### config.mk
export PLATFORM = sky130hd
export DESIGN_NAME = pipelined_subtractor
export DESIGN_NICKNAME = d
export VERILOG_FILES = /design/src/rtl/arith_pkg.sv /design/src/rtl/sub_pg_chunk.sv /design/src/rtl/pipelined_subtractor.sv
export SDC_FILE = /design/constraint.sdc
export NUM_CORES = 1
export LEC_CHECK = 0
export ABC_AREA = 1
export BUFFER_PORTS_ARGS = -buffer_cell sky130_fd_sc_hd__buf_2
export CAP_MARGIN = 20
export CELL_PAD_IN_SITES_DETAIL_PLACEMENT = 0
export CELL_PAD_IN_SITES_GLOBAL_PLACEMENT = 2
export CORE_AREA = 2 2 77 79
export DETAILED_ROUTE_END_ITERATION = 10
export DIE_AREA = 0 0 79 81
export GPL_TIMING_DRIVEN = 1
export PLACE_DENSITY = 0.66
export SLEW_MARGIN = 15
export SYNTH_ARGS = -nofsm -noshare
export SYNTH_HDL_FRONTEND = slang
export SYNTH_SLANG_ARGS = --single-unit
### constraint.sdc
create_clock -name clk -period 2.7 [get_ports clk]
set_clock_uncertainty 0.2 [all_clocks]
set_input_delay 0.27 -clock clk [delete_from_list [all_inputs] [get_ports clk]]
set_output_delay 0.27 -clock clk [all_outputs]
set_load 0.02 [all_outputs]
### src/rtl/arith_pkg.sv
// Purpose : shared arithmetic definitions for the prefix adder/subtractor family.
// Latency : n/a (types, constants and helper function only).
// Backpressure: n/a.
//
// Contents:
//   DEFAULT_WIDTH  default operand width for the pipelined subtractor
//   lo_width()     number of low-order bits resolved in the first pipe stage
//   pg_t           per-bit / per-group propagate-generate pair
package arith_pkg;

  localparam int DEFAULT_WIDTH = 9;

  typedef struct packed {
    logic p;
    logic g;
  } pg_t;

  // Low half gets the floor; an odd width puts the extra bit in stage 2.
  function automatic int lo_width(input int width);
    return width / 2;
  endfunction

endpackage

### src/rtl/sub_pg_chunk.sv
// Purpose : N-bit combinational P/G prefix (Kogge-Stone) sum with carry-in.
// Latency : 0 cycles, purely combinational.
// Backpressure: none, no state.
//
// Ports:
//   x, y  [N-1:0]  addends (caller pre-inverts the subtrahend)
//   cin            carry into bit 0
//   sum   [N-1:0]  x + y + cin, low N bits
//   cout           carry out of bit N-1
module sub_pg_chunk
  import arith_pkg::*;
#(
  parameter int N = 4
) (
  input  logic [N-1:0] x,
  input  logic [N-1:0] y,
  input  logic         cin,
  output logic [N-1:0] sum,
  output logic         cout
);

  // At least one prefix level so N=1 still has a well-formed array.
  localparam int LVLS = (N > 1) ? $clog2(N) : 1;

  // pre[l][i] holds the group P/G covering bits [i : max(0, i-2^l+1)].
  pg_t pre [LVLS+1][N];

  always_comb begin
    for (int i = 0; i < N; i++) begin
      pre[0][i].p = x[i] ^ y[i];
      pre[0][i].g = x[i] & y[i];
    end

    for (int l = 0; l < LVLS; l++) begin
      for (int i = 0; i < N; i++) begin
        // j is only meaningful when i >= 2^l; clamp keeps the index legal otherwise.
        int j;
        j = (i >= (1 << l)) ? i - (1 << l) : 0;
        if (i >= (1 << l)) begin
          pre[l+1][i].g = pre[l][i].g | (pre[l][i].p & pre[l][j].g);
          pre[l+1][i].p = pre[l][i].p & pre[l][j].p;
        end else begin
          pre[l+1][i] = pre[l][i];
        end
      end
    end

    // Carry into bit i folds cin through the group [i-1:0].
    sum[0] = pre[0][0].p ^ cin;
    for (int i = 1; i < N; i++) begin
      sum[i] = pre[0][i].p ^ (pre[LVLS][i-1].g | (pre[LVLS][i-1].p & cin));
    end
    cout = pre[LVLS][N-1].g | (pre[LVLS][N-1].p & cin);
  end

endmodule

### src/rtl/pipelined_subtractor.sv
// Purpose : two-stage pipelined unsigned subtractor d = a - b with borrow-out.
// Latency : 2 cycles from accept to out_valid, 1 result per cycle sustained.
// Backpressure: output holds while out_valid & ~out_ready; stage 1 holds when full; in_ready low when both full.
//
// Build option: define SUB_SATURATE_EN to clamp d to 0 whenever bout=1.
//
// Ports:
//   clk, rst_n           clock; asynchronous active-low reset
//   in_valid / in_ready  input handshake for a, b (WIDTH bits each, unsigned)
//   out_valid / out_ready output handshake for d (WIDTH bits) and bout
//   d                    (a - b) mod 2^WIDTH (or clamped at 0 when saturating)
//   bout                 1 iff a < b
module pipelined_subtractor
  import arith_pkg::*;
#(
  parameter int WIDTH = DEFAULT_WIDTH,
  parameter int LO_W  = lo_width(WIDTH)
) (
  input  logic             clk,
  input  logic             rst_n,
  input  logic             in_valid,
  output logic             in_ready,
  input  logic [WIDTH-1:0] a,
  input  logic [WIDTH-1:0] b,
  output logic             out_valid,
  input  logic             out_ready,
  output logic [WIDTH-1:0] d,
  output logic             bout
);

  localparam int HI_W = WIDTH - LO_W;

  // Stage 1 registers: resolved low half plus the raw upper operands.
  logic              s1_valid_q, s1_valid_d;
  logic [LO_W-1:0]   s1_lo_q,    s1_lo_d;
  logic              s1_c_q,     s1_c_d;
  logic [HI_W-1:0]   s1_a_hi_q,  s1_a_hi_d;
  logic [HI_W-1:0]   s1_nb_hi_q, s1_nb_hi_d;

  // Stage 2 (output) registers.
  logic              out_valid_q, out_valid_d;
  logic [WIDTH-1:0]  d_q,         d_d;
  logic              bout_q,      bout_d;

  logic              adv2;
  logic              accept;
  logic [LO_W-1:0]   lo_sum;
  logic              lo_cout;
  logic [HI_W-1:0]   hi_sum;
  logic              hi_cout;
  logic [LO_W-1:0]   b_lo_n;

  assign b_lo_n = ~b[LO_W-1:0];

  // a - b == a + ~b + 1: the "+1" enters as the low chunk's carry-in.
  sub_pg_chunk #(.N(LO_W)) u_lo (
    .x    (a[LO_W-1:0]),
    .y    (b_lo_n),
    .cin  (1'b1),
    .sum  (lo_sum),
    .cout (lo_cout)
  );

  sub_pg_chunk #(.N(HI_W)) u_hi (
    .x    (s1_a_hi_q),
    .y    (s1_nb_hi_q),
    .cin  (s1_c_q),
    .sum  (hi_sum),
    .cout (hi_cout)
  );

  // Stage 2 can take a new result when empty or when its current one is popped.
  assign adv2     = s1_valid_q & (~out_valid_q | out_ready);
  assign in_ready = ~s1_valid_q | adv2;
  assign accept   = in_valid & in_ready;

  always_comb begin
    s1_valid_d  = s1_valid_q;
    s1_lo_d     = s1_lo_q;
    s1_c_d      = s1_c_q;
    s1_a_hi_d   = s1_a_hi_q;
    s1_nb_hi_d  = s1_nb_hi_q;
    out_valid_d = out_valid_q;
    d_d         = d_q;
    bout_d      = bout_q;

    if (accept) begin
      s1_valid_d = 1'b1;
      s1_lo_d    = lo_sum;
      s1_c_d     = lo_cout;
      s1_a_hi_d  = a[WIDTH-1:LO_W];
      s1_nb_hi_d = ~b[WIDTH-1:LO_W];
    end else if (adv2) begin
      s1_valid_d = 1'b0;
    end

    if (adv2) begin
      out_valid_d = 1'b1;
      // No carry out of a + ~b + 1 means the subtraction borrowed.
      bout_d      = ~hi_cout;
`ifdef SUB_SATURATE_EN
      d_d         = hi_cout ? {hi_sum, s1_lo_q} : '0;
`else
      d_d         = {hi_sum, s1_lo_q};
`endif
    end else if (out_valid_q & out_ready) begin
      out_valid_d = 1'b0;
    end
  end

  always_ff @(posedge clk or negedge rst_n) begin
    if (!rst_n) begin
      s1_valid_q  <= 1'b0;
      s1_lo_q     <= '0;
      s1_c_q      <= 1'b0;
      s1_a_hi_q   <= '0;
      s1_nb_hi_q  <= '0;
      out_valid_q <= 1'b0;
      d_q         <= '0;
      bout_q      <= 1'b0;
    end else begin
      s1_valid_q  <= s1_valid_d;
      s1_lo_q     <= s1_lo_d;
      s1_c_q      <= s1_c_d;
      s1_a_hi_q   <= s1_a_hi_d;
      s1_nb_hi_q  <= s1_nb_hi_d;
      out_valid_q <= out_valid_d;
      d_q         <= d_d;
      bout_q      <= bout_d;
    end
  end

  assign out_valid = out_valid_q;
  assign d         = d_q;
  assign bout      = bout_q;

endmodule
Word-level counts from Yosys, hierarchy flattened:

Cells that the tools add are included.

* reductions and logical operators: 2
* $add $sub $neg: 0
* div/mod/pow operators: 0
* shifts and indexed selects: 0
* equality and inequality tests: 0
* muxes and demuxes: 4
* magnitude comparators: 0
* multipliers: 0
* bitwise operators: 90

Operator list (count)
* bitwise AND 1 bit: 43
* bitwise OR 1 bit: 24
* XOR 1 bit: 17
* NOT 5 bit: 1
* 2-to-1 mux 1 bit: 4
* NOT 1 bit: 4
* NOT 4 bit: 1
* nonzero test 2 bit: 2

* memories kept: 0
* bits in latches: 0
* output and inout bits: 12
* bits in read-only memories: 0
* RAM bits: 0
* logic and storage cells: 104
* bits in registers: 27

Depth between registers and ports, before layout:

Gate-level depths: netlist of the first run.

* depth in word-level cells: 8
* depth in mapped cells: 8

Modules after synthesis:

A second synthesis of the first run with hierarchy kept.

* cell total of the unflattened synthesis: 201
* area total of the unflattened synthesis: 1667.8 sq um

By module, submodules not included
* pipelined_subtractor: sequential area each 675.6 sq um, area an instance 1226.2 sq um, times used 1, cells an instance 125
* sub_pg_chunk (u_hi): sequential area each 0.0 sq um, area an instance 256.5 sq um, times used 1, cells an instance 45
* sub_pg_chunk (u_lo): sequential area each 0.0 sq um, area an instance 185.2 sq um, times used 1, cells an instance 31

Worst setup path before layout of the first run:

Ideal clock, no wire load.

* path kind: register to register
* start point: register s1_a_hi_q[1]
* end point: register d_q[8], in the netlist d[8]
* stages on the path, launching flop included: 9
* data arrival time: 1.088 ns
* clock period less this slack: 1.406 ns
* setup slack: 1.294 ns
* path buffers: 0
* setup time: 0.117 ns
* cell sequence: dfrtp_1 -> ha_1 -> inv_1 -> nand2_1 -> nand3_1 -> nand2_1 -> nand2_1 -> nand3_1 -> nand2_1

* word-level cells in the longest chain between the ends: 7
* elaborated cells between the ends (all ways): 11
* those cells by class: bitwise (11)

Ends and longest elaborated chain
* from (decl): RTL line pipelined_subtractor.sv:37 `logic [HI_W-1:0] s1_a_hi_q, s1_a_hi_d;`
* from (signal assigned): RTL line pipelined_subtractor.sv:125 `s1_a_hi_q <= s1_a_hi_d;`
* XOR 1 bit: RTL line sub_pg_chunk.sv:30 `pre[0][i].p = x[i] ^ y[i];`
* bitwise AND 1 bit: RTL line sub_pg_chunk.sv:40 `pre[l+1][i].g = pre[l][i].g | (pre[l][i].p & pre[l][j].g);`
* bitwise OR 1 bit: RTL line sub_pg_chunk.sv:40
* bitwise AND 1 bit: RTL line sub_pg_chunk.sv:40
* bitwise OR 1 bit: RTL line sub_pg_chunk.sv:40
* bitwise OR 1 bit (*): RTL line sub_pg_chunk.sv:51 `sum[i] = pre[0][i].p ^ (pre[LVLS][i-1].g | (pre[LVLS][i-1].p & cin));`
* XOR 1 bit (*): RTL line sub_pg_chunk.sv:51
* to (signal assigned): RTL line pipelined_subtractor.sv:119 `d_q <= '0;`
* to (signal assigned): RTL line pipelined_subtractor.sv:128 `d_q <= d_d;`
* to (decl): RTL line pipelined_subtractor.sv:42 `logic [WIDTH-1:0] d_q, d_d;`

Every way passes the cells marked *; elsewhere a longest branch is shown, timed or not.
A chain may end at the register's enable or synchronous reset.

Worst setup path in the final report of the first run:

* start point: register s1_a_hi_q[2]
* end point: register d_q[8], in the netlist d[8]

* word-level cells in the longest chain between the ends: 6
* elaborated cells between the ends (all ways): 11
* those cells by class: bitwise (11)

Ends and longest elaborated chain (RTL line)
* bitwise AND 1 bit / XOR 1 bit (equally long branches): sub_pg_chunk.sv:31, sub_pg_chunk.sv:30
* bitwise AND 1 bit, on equally long branches: sub_pg_chunk.sv:40, sub_pg_chunk.sv:41
* bitwise OR 1 bit (tied with other cells): sub_pg_chunk.sv:40
* bitwise OR 1 bit / bitwise AND 1 bit (equally long branches): sub_pg_chunk.sv:40, sub_pg_chunk.sv:51
* bitwise OR 1 bit (*): sub_pg_chunk.sv:51
* XOR 1 bit (*): sub_pg_chunk.sv:51

Marked as above.

==> flow_summary.toml, run 1 <==
[power]
power_density_nw_per_um2 = 729.5
ir_drop_v = 0.0003686
p_total_mw = 1.258
power.leakage_nw = 0.9503

[worst_setup_path]
critPathRequiredTime_ps = 2670
crit_top_cell = "nand2_1"
crit_fanout = 5
cpPeakStageDelay_ps = 400
cp-end-kind = "flip-flop"
path_class = "reg2reg"
critPathLaunchType = "flip-flop"
crit_arrival_ps = 1520
cpMaxStageDelayCell = "dfrtp_1"
crit_chain = "ha_1 -> nand2_1 -> inv_1 -> nand3_1 -> nand2_1 -> nand2_1 -> nand3_1 -> nand2_1"

[die]
placementRows = 28
die_w_um = 79
io_pins = 34
core_area_um2 = 5675
die_area_um2 = 6399
start_util_pct = 23.88
die_h_um = 81

[clocking]
clk_pin_slew_ps = 90
clkLatencyLatePin_ps = 270
ctsRootBufferMaster = "clkbuf_8"
clock-sinks = 27
clockBufferDepth = 2
cts_tree = "done"
cts_resized = 0
htree_num_levels = 1
cts-buffers-inserted = 3
cts_setup_buffers = 0

[timing]
whs_ps = -6.185
setup_slack_ps = 1153
maxSlewHeadroom_pct = 59.39
fin_tns_setup_ps = 0
fmax_ghz = 0.6463
layout_min_cycle_time_ps = 1547
hold_viol_final = 1
rsz0062_at_grt = "false"
slew_violations = 0
min_period_over_period_pct = 57.31
setup_viol = 0
tightest_slew_ps = 609.1

[status]
violations = "negative hold slack"
run_status = "complete, but fails checks"

[logic_synthesis]
synthTopCellsByCount = "60 x nand2_1, 27 x dfrtp_1, 16 x inv_1"
synth_top_area_cell = "dfrtp_1"
netlist_area_um2 = 1355
synth_area_leaders = "dfrtp_1 50%, nand2_1 17%, ha_1 9.2%, inv_1 4.4%, o21ai_0 3.7%"
synth.distinct_cells = 19
synth.avg_cell_area_um2 = 8.522
ys_seq_elements = 27
synth.top_cell.area_share_pct = 49.86
synth_nets = 192
yosysMostFrequentCell = "nand2_1"
ys_warn_count = 0
synth-seq-area-share_pct = 49.86
synth-edff-count = 0
syn_inst = 159
ys.flop_type = "dfrtp_1"
synthArstFlopShare_pct = 100.0

[run]
drv_cap = 0

[worst_hold_path]
hold_path_class = "in2reg"

[detailed_routing]
post_drt_wl_per_cell_um = 10.16
drt_first_pass_iters = 4
drcViolationCount = 0
antenna_left = 0
wirelength_um = 2815
via_per_inst = 3.877
drt_iter0_markers = 39
num_vias = 1074

[placement]
gp_congestion = 0.7458
dp_worst_setup_slack_ps = 1151
io_buffers = 33
placed_cell_area_um2 = 1588
hpwl_um = 2147
placed_cells = 264

[layout]
n_fill_cell = 625
drive_above_1_share_pct = 20.79
areaGrowthSynthToFinish_pct = 27.24
design_area_um2 = 1724
fin_nets = 236
post-route-util_pct = 30.38
final_cell_count_no_fill = 277
antenna_cells = 0

[grt]
grt_pass1_vias = 1061
grt_pass1_wl_um = 4816
grt_start_max_net_pins = 28
grt_usage_pct = 9.650
antenna_found_initial = 0
grt-ovfl-total = 0
[cells in the final DEF (no fill, tap or decap), types with 2 or more instances in the layout]
cell / instances
nand2_1: 60
buf_2: 33
dfrtp_1: 27
inv_1: 16
o21ai_0: 10
ha_1: 10
nand3_1: 9
dlygate4sd3_1: 9
a21oi_1: 5
nor2_1: 5
o21ai_1: 3
clkbuf_8: 3
nand2_2: 2
inv_2: 2
xor2_1: 2
[worst paths after layout]
path                               from      endpoint  slack (ps)  depth (start not counted)
max                        s1_a_hi_q[2]          d[8]        1150                          8
min                                a[5]  s1_a_hi_q[1]          -6                          3
max reg2reg                s1_a_hi_q[2]          d[8]        1150                          8
min reg2reg                        d[1]          d[1]         280                          2
max in group asynchronous         rst_n  s1_a_hi_q[0]        1570                          2
min in group asynchronous         rst_n          d[0]         330                          2
[cells by family (layout without fill, tap and decap cells)]
logic type                 Yosys count  count (layout)  synth area share [%]
xor gates and xnor gates             2               2                 1.293
adders and majority gates           11              11                 10.71
buffers and inverters               21              64                 6.925
DFF                                 27              27                 49.86
AOI/OAI and AO/OA                   21              21                 8.218
and+or+nand+nor                     77              77                 22.99
[final cells by class]
cell class | count | area [µm²] | share of cell area (%)
multi-input combinational | 111 | 585.6 | 33.96
timing repair buffer | 42 | 255.2 | 14.80
clock inverter | 1 | 5.005 | 0.2903
tap | 75 | 93.84 | 5.443
clock buffer | 3 | 41.29 | 2.395
inverter | 18 | 67.56 | 3.919
sequential | 27 | 675.6 | 39.19
[power by group]
part | switching [mW] | internal [mW]
clock | 0.130 | 0.104
sequential | 0.0579 | 0.509
combinational | 0.287 | 0.170
[registers in the layout, indices dropped and copies added (netlist names)]
signal      flops
d               9
s1_a_hi_q       5
s1_nb_hi_q      5
s1_lo_q         4
bout            1
out_valid       1
s1_c_q          1
s1_valid_q      1
[timing repair]
| item | in CTS | in global routing |
|---|---|---|
| hold buffers | 9 | 0 |
| setup endpoints to repair | 0 | 0 |
| endpoints found under the hold margin | 35 | 0 |
[worst max-delay path: cells and delay by family, from the launching register on]
family,cells,cell delay [ps]
fa+ha+maj,1,370
buf+inv,1,50
flops,1,400
simple gates,6,420
[routing by layer]
metal / part of all wire [%] / GRT usage [%] / up-vias
met3: 4.5 / 1.778 / 5
li1: - / - / 590
met4: 1.6 / 4.138 / 0
met5: 0 / 0 / -
met1: 52 / 13.40 / 453
met2: 42 / 14.75 / 26
Power figures use the tool's default switching activity.
==> inputs of run 2 (changes only) <==
--- a/config.mk
+++ b/config.mk
@@ -5,16 +5,16 @@
 export SDC_FILE = /design/constraint.sdc
 export NUM_CORES = 1
 export LEC_CHECK = 0
-export ABC_AREA = 1
+export ABC_AREA = 0
 export BUFFER_PORTS_ARGS = -buffer_cell sky130_fd_sc_hd__buf_2
 export CAP_MARGIN = 20
 export CELL_PAD_IN_SITES_DETAIL_PLACEMENT = 0
 export CELL_PAD_IN_SITES_GLOBAL_PLACEMENT = 2
-export CORE_AREA = 2 2 77 79
+export CORE_AREA = 2 2 76 78
 export DETAILED_ROUTE_END_ITERATION = 10
-export DIE_AREA = 0 0 79 81
+export DIE_AREA = 0 0 78 80
 export GPL_TIMING_DRIVEN = 1
-export PLACE_DENSITY = 0.66
+export PLACE_DENSITY = 0.62
 export SLEW_MARGIN = 15
 export SYNTH_ARGS = -nofsm -noshare
 export SYNTH_HDL_FRONTEND = slang
==> constraint.sdc (replaced) <==
create_clock -name clk -period 1.5 [get_ports clk]
set_clock_uncertainty 0.2 [all_clocks]
set_input_delay 0.15 -clock clk [delete_from_list [all_inputs] [get_ports clk]]
set_output_delay 0.15 -clock clk [all_outputs]
set_load 0.02 [all_outputs]
==> run 2 against run 1 <==
Against the previous run: the run ends with negative setup slack left; core utilization up 5.8 points; global-route usage rose by 0.059 points; power grew 85%; area after synthesis fell by 4.1%; hold slack better by 79 ps; sequential power is 75% higher; sequential cell count stayed put; combinational power rose by 96%; critical path type unchanged.
==> flow_summary.toml, run 2 <==
[logic_synthesis]
ys_warn_count = 0
synth-seq-area-share_pct = 51.97
synth.distinct_cells = 27
synth.top_cell.area_share_pct = 51.97
ys_seq_elements = 27
synth_top_area_cell = "dfrtp_1"
netlist_area_um2 = 1300
synthMuxAreaShare_pct = 7.796
syn_inst = 116
synth_compound_area_share_pct = 11.07
synth_xor_area_share_pct = 4.042
synth_top_family_by_area = "adder cells"
synthArstFlopShare_pct = 100.0
ys.flop_type = "dfrtp_1"
synthTopCellsByCount = "27 x dfrtp_1, 17 x nand2_1, 13 x o21ai_0"
synth-edff-count = 0
synth_area_leaders = "dfrtp_1 52%, ha_1 9.6%, mux2_2 7.8%, o21ai_0 5.0%, nand2_1 4.9%"
synth_adder_area_share_pct = 11.16
yosysMostFrequentCell = "dfrtp_1"
synth.avg_cell_area_um2 = 11.21
synthSimpleGateAreaFrac_pct = 10.30
synth_nets = 149

[status]
violations = "negative setup slack"
run_status = "complete, but fails checks"

[clocking]
clock-sinks = 27
clk_pin_slew_ps = 100
clockBufferDepth = 2
htree_num_levels = 1
cts-buffers-inserted = 3
cts_tree = "done"
clkLatencyLatePin_ps = 290
ctsRootBufferMaster = "clkbuf_8"

[layout]
areaGrowthSynthToFinish_pct = 50.34
mostFrequentLayoutCells = "32 x buf_2, 26 x dfrtp_1, 20 x buf_4"
largest_reg_flops = 9
drive_above_1_share_pct = 42.93
fin_nets = 218
final_cell_count_no_fill = 256
antenna_cells = 0
post-route-util_pct = 36.16
final_common_cell = "buf_2"

[detailed_routing]
drcViolationCount = 0
antenna_left = 0
wirelength_um = 2921
post_drt_wl_per_cell_um = 11.41
wl_met1_um = 1349
dr.max_layer_used = "met4"
num_vias = 1050
drt_first_pass_iters = 2
drt_iter0_markers = 36
via_per_inst = 4.102
wl_met2_um = 1359
dr_wl_met3_um = 157

[worst_setup_path]
r2r_cells = 5
path_class = "reg2reg"
cp-startpoint = "s1_a_hi_q[0]"
critPathLaunchType = "flip-flop"
crit_fanout = 3
cp_num_cells = 5
cpMaxStageDelayCell = "dfrtp_1"
crit_arrival_ps = 1700
crit_family = "compound AO/OA/AOI/OAI gates"
cp-end-kind = "flip-flop"
crit_chain = "ha_1 -> a21o_1 -> a311o_1 -> xnor2_1 -> o21ai_1"
cpPeakStageDelay_ps = 390
critPathRequiredTime_ps = 1480
reg2reg_from = "s1_a_hi_q[0]"
crit_buf_inv = 0

[timing]
slew_violations = 0
setup_slack_ps = -221.1
fin_tns_setup_ps = -790.3
rsz0062_at_grt = "true"
setup_viol = 4
tightest_slew_ps = 618.6
maxSlewHeadroom_pct = 58.76
fmax_ghz = 0.5810
hold_viol_final = 0
min_period_over_period_pct = 114.7
layout_min_cycle_time_ps = 1721

[worst_hold_path]
hold_path_class = "in2reg"
worstHoldStart = "b[0]"
min_path_cells = 4

[placement]
io_buffers = 33
gp_congestion = 0.7491
hpwl_um = 2071
placed_cells = 233

[die]
io_pins = 34
die_w_um = 78
start_util_pct = 24.05
die_h_um = 80
core_area_um2 = 5405
die_area_um2 = 6240
placementRows = 27

[grt]
antenna_found_initial = 0
grt_start_max_net_pins = 28
grt_pass1_wl_um = 4671
grt-ovfl-total = 0
grt_pass1_vias = 1017
grt_usage_pct = 9.709

[run]
drv_cap = 0

[power]
ir_drop_v = 0.0003646
p_total_mw = 2.333
power_density_nw_per_um2 = 1194
power.leakage_nw = 0.9605
run 2: changes by cell type after synthesis, sizes merged, moves of 3 or more:
| cell | before | now |
|---|---|---|
| nand2 | 62 | 18 |
| inv | 18 | 8 |
| mux2 | 0 | 9 |
| nand3 | 10 | 1 |
| nor2 | 5 | 1 |
| nand2b | 0 | 3 |
run 2: logic make-up after synthesis:
logic type      count (synthesis)
flops                          27
buf+inv                        11
simple gates                   28
mux                             9
fa+ha+maj                      11
xor+xnor                        6
compound gates                 24
run 2: worst paths after layout:
kind                            endpoint  slack (ps)
max reg2reg                         d[7]        -220
min                           s1_lo_q[0]          70
min reg2reg                   s1_lo_q[3]         280
min in group asynchronous  s1_nb_hi_q[3]         200
max in group asynchronous      out_valid         470
max                                 d[7]        -220
run 2: where the power goes:
group          switching [mW]  total (mW)  leakage (nW)  internal [mW]
clock                   0.251       0.447        0.0261          0.196
combinational           0.448       0.894         0.612          0.446
sequential             0.0963       0.992         0.323          0.896
run 2: worst reg2reg max path: stages (launching register included):
cell and delay [ps]:
dfrtp_1 390, ha_1 290, a21o_1 190, a311o_1 330
xnor2_1 150, o21ai_1 70
run 2: layout make-up:
type	instances	area, µm²
timing repair buffer	66	451.7
sequential	27	676.9
clock inverter	1	8.758
tap	72	90.09
inverter	8	30.03
clock buffer	3	41.29
multi-input combinational	79	655.6
fill	556	3451
run 2: per-layer routing:
layer,up-vias,GRT usage [%]
li1,533,-
met1,487,11.91
met2,25,15.78
met3,5,2.602
met4,0,4.737
met5,-,0
run 2: repair_timing:
item | CTS | global route
gates cloned | 0 | 1
endpoints found under the setup margin | 5 | 14
buffers inserted | 2 | 3
pin swaps | 5 | 2
hold endpoints to repair | 39 | 0
resized for setup | 9 | 6
hold buffers | 13 | 0
run 2: stage by stage:
stage          cell area (µm²)  hold slack [ps]  worst slack, ps
5_1_grt                   1954            62.22           -318.8
3_3_place_gp              1689           -4.200           -178.2
2_1_floorplan             1343           -345.6           -150.4
3_5_place_dp              1689           -2.441           -223.5
4_1_cts                   1897            74.11           -245.9
6_report                  1954            72.79           -221.1
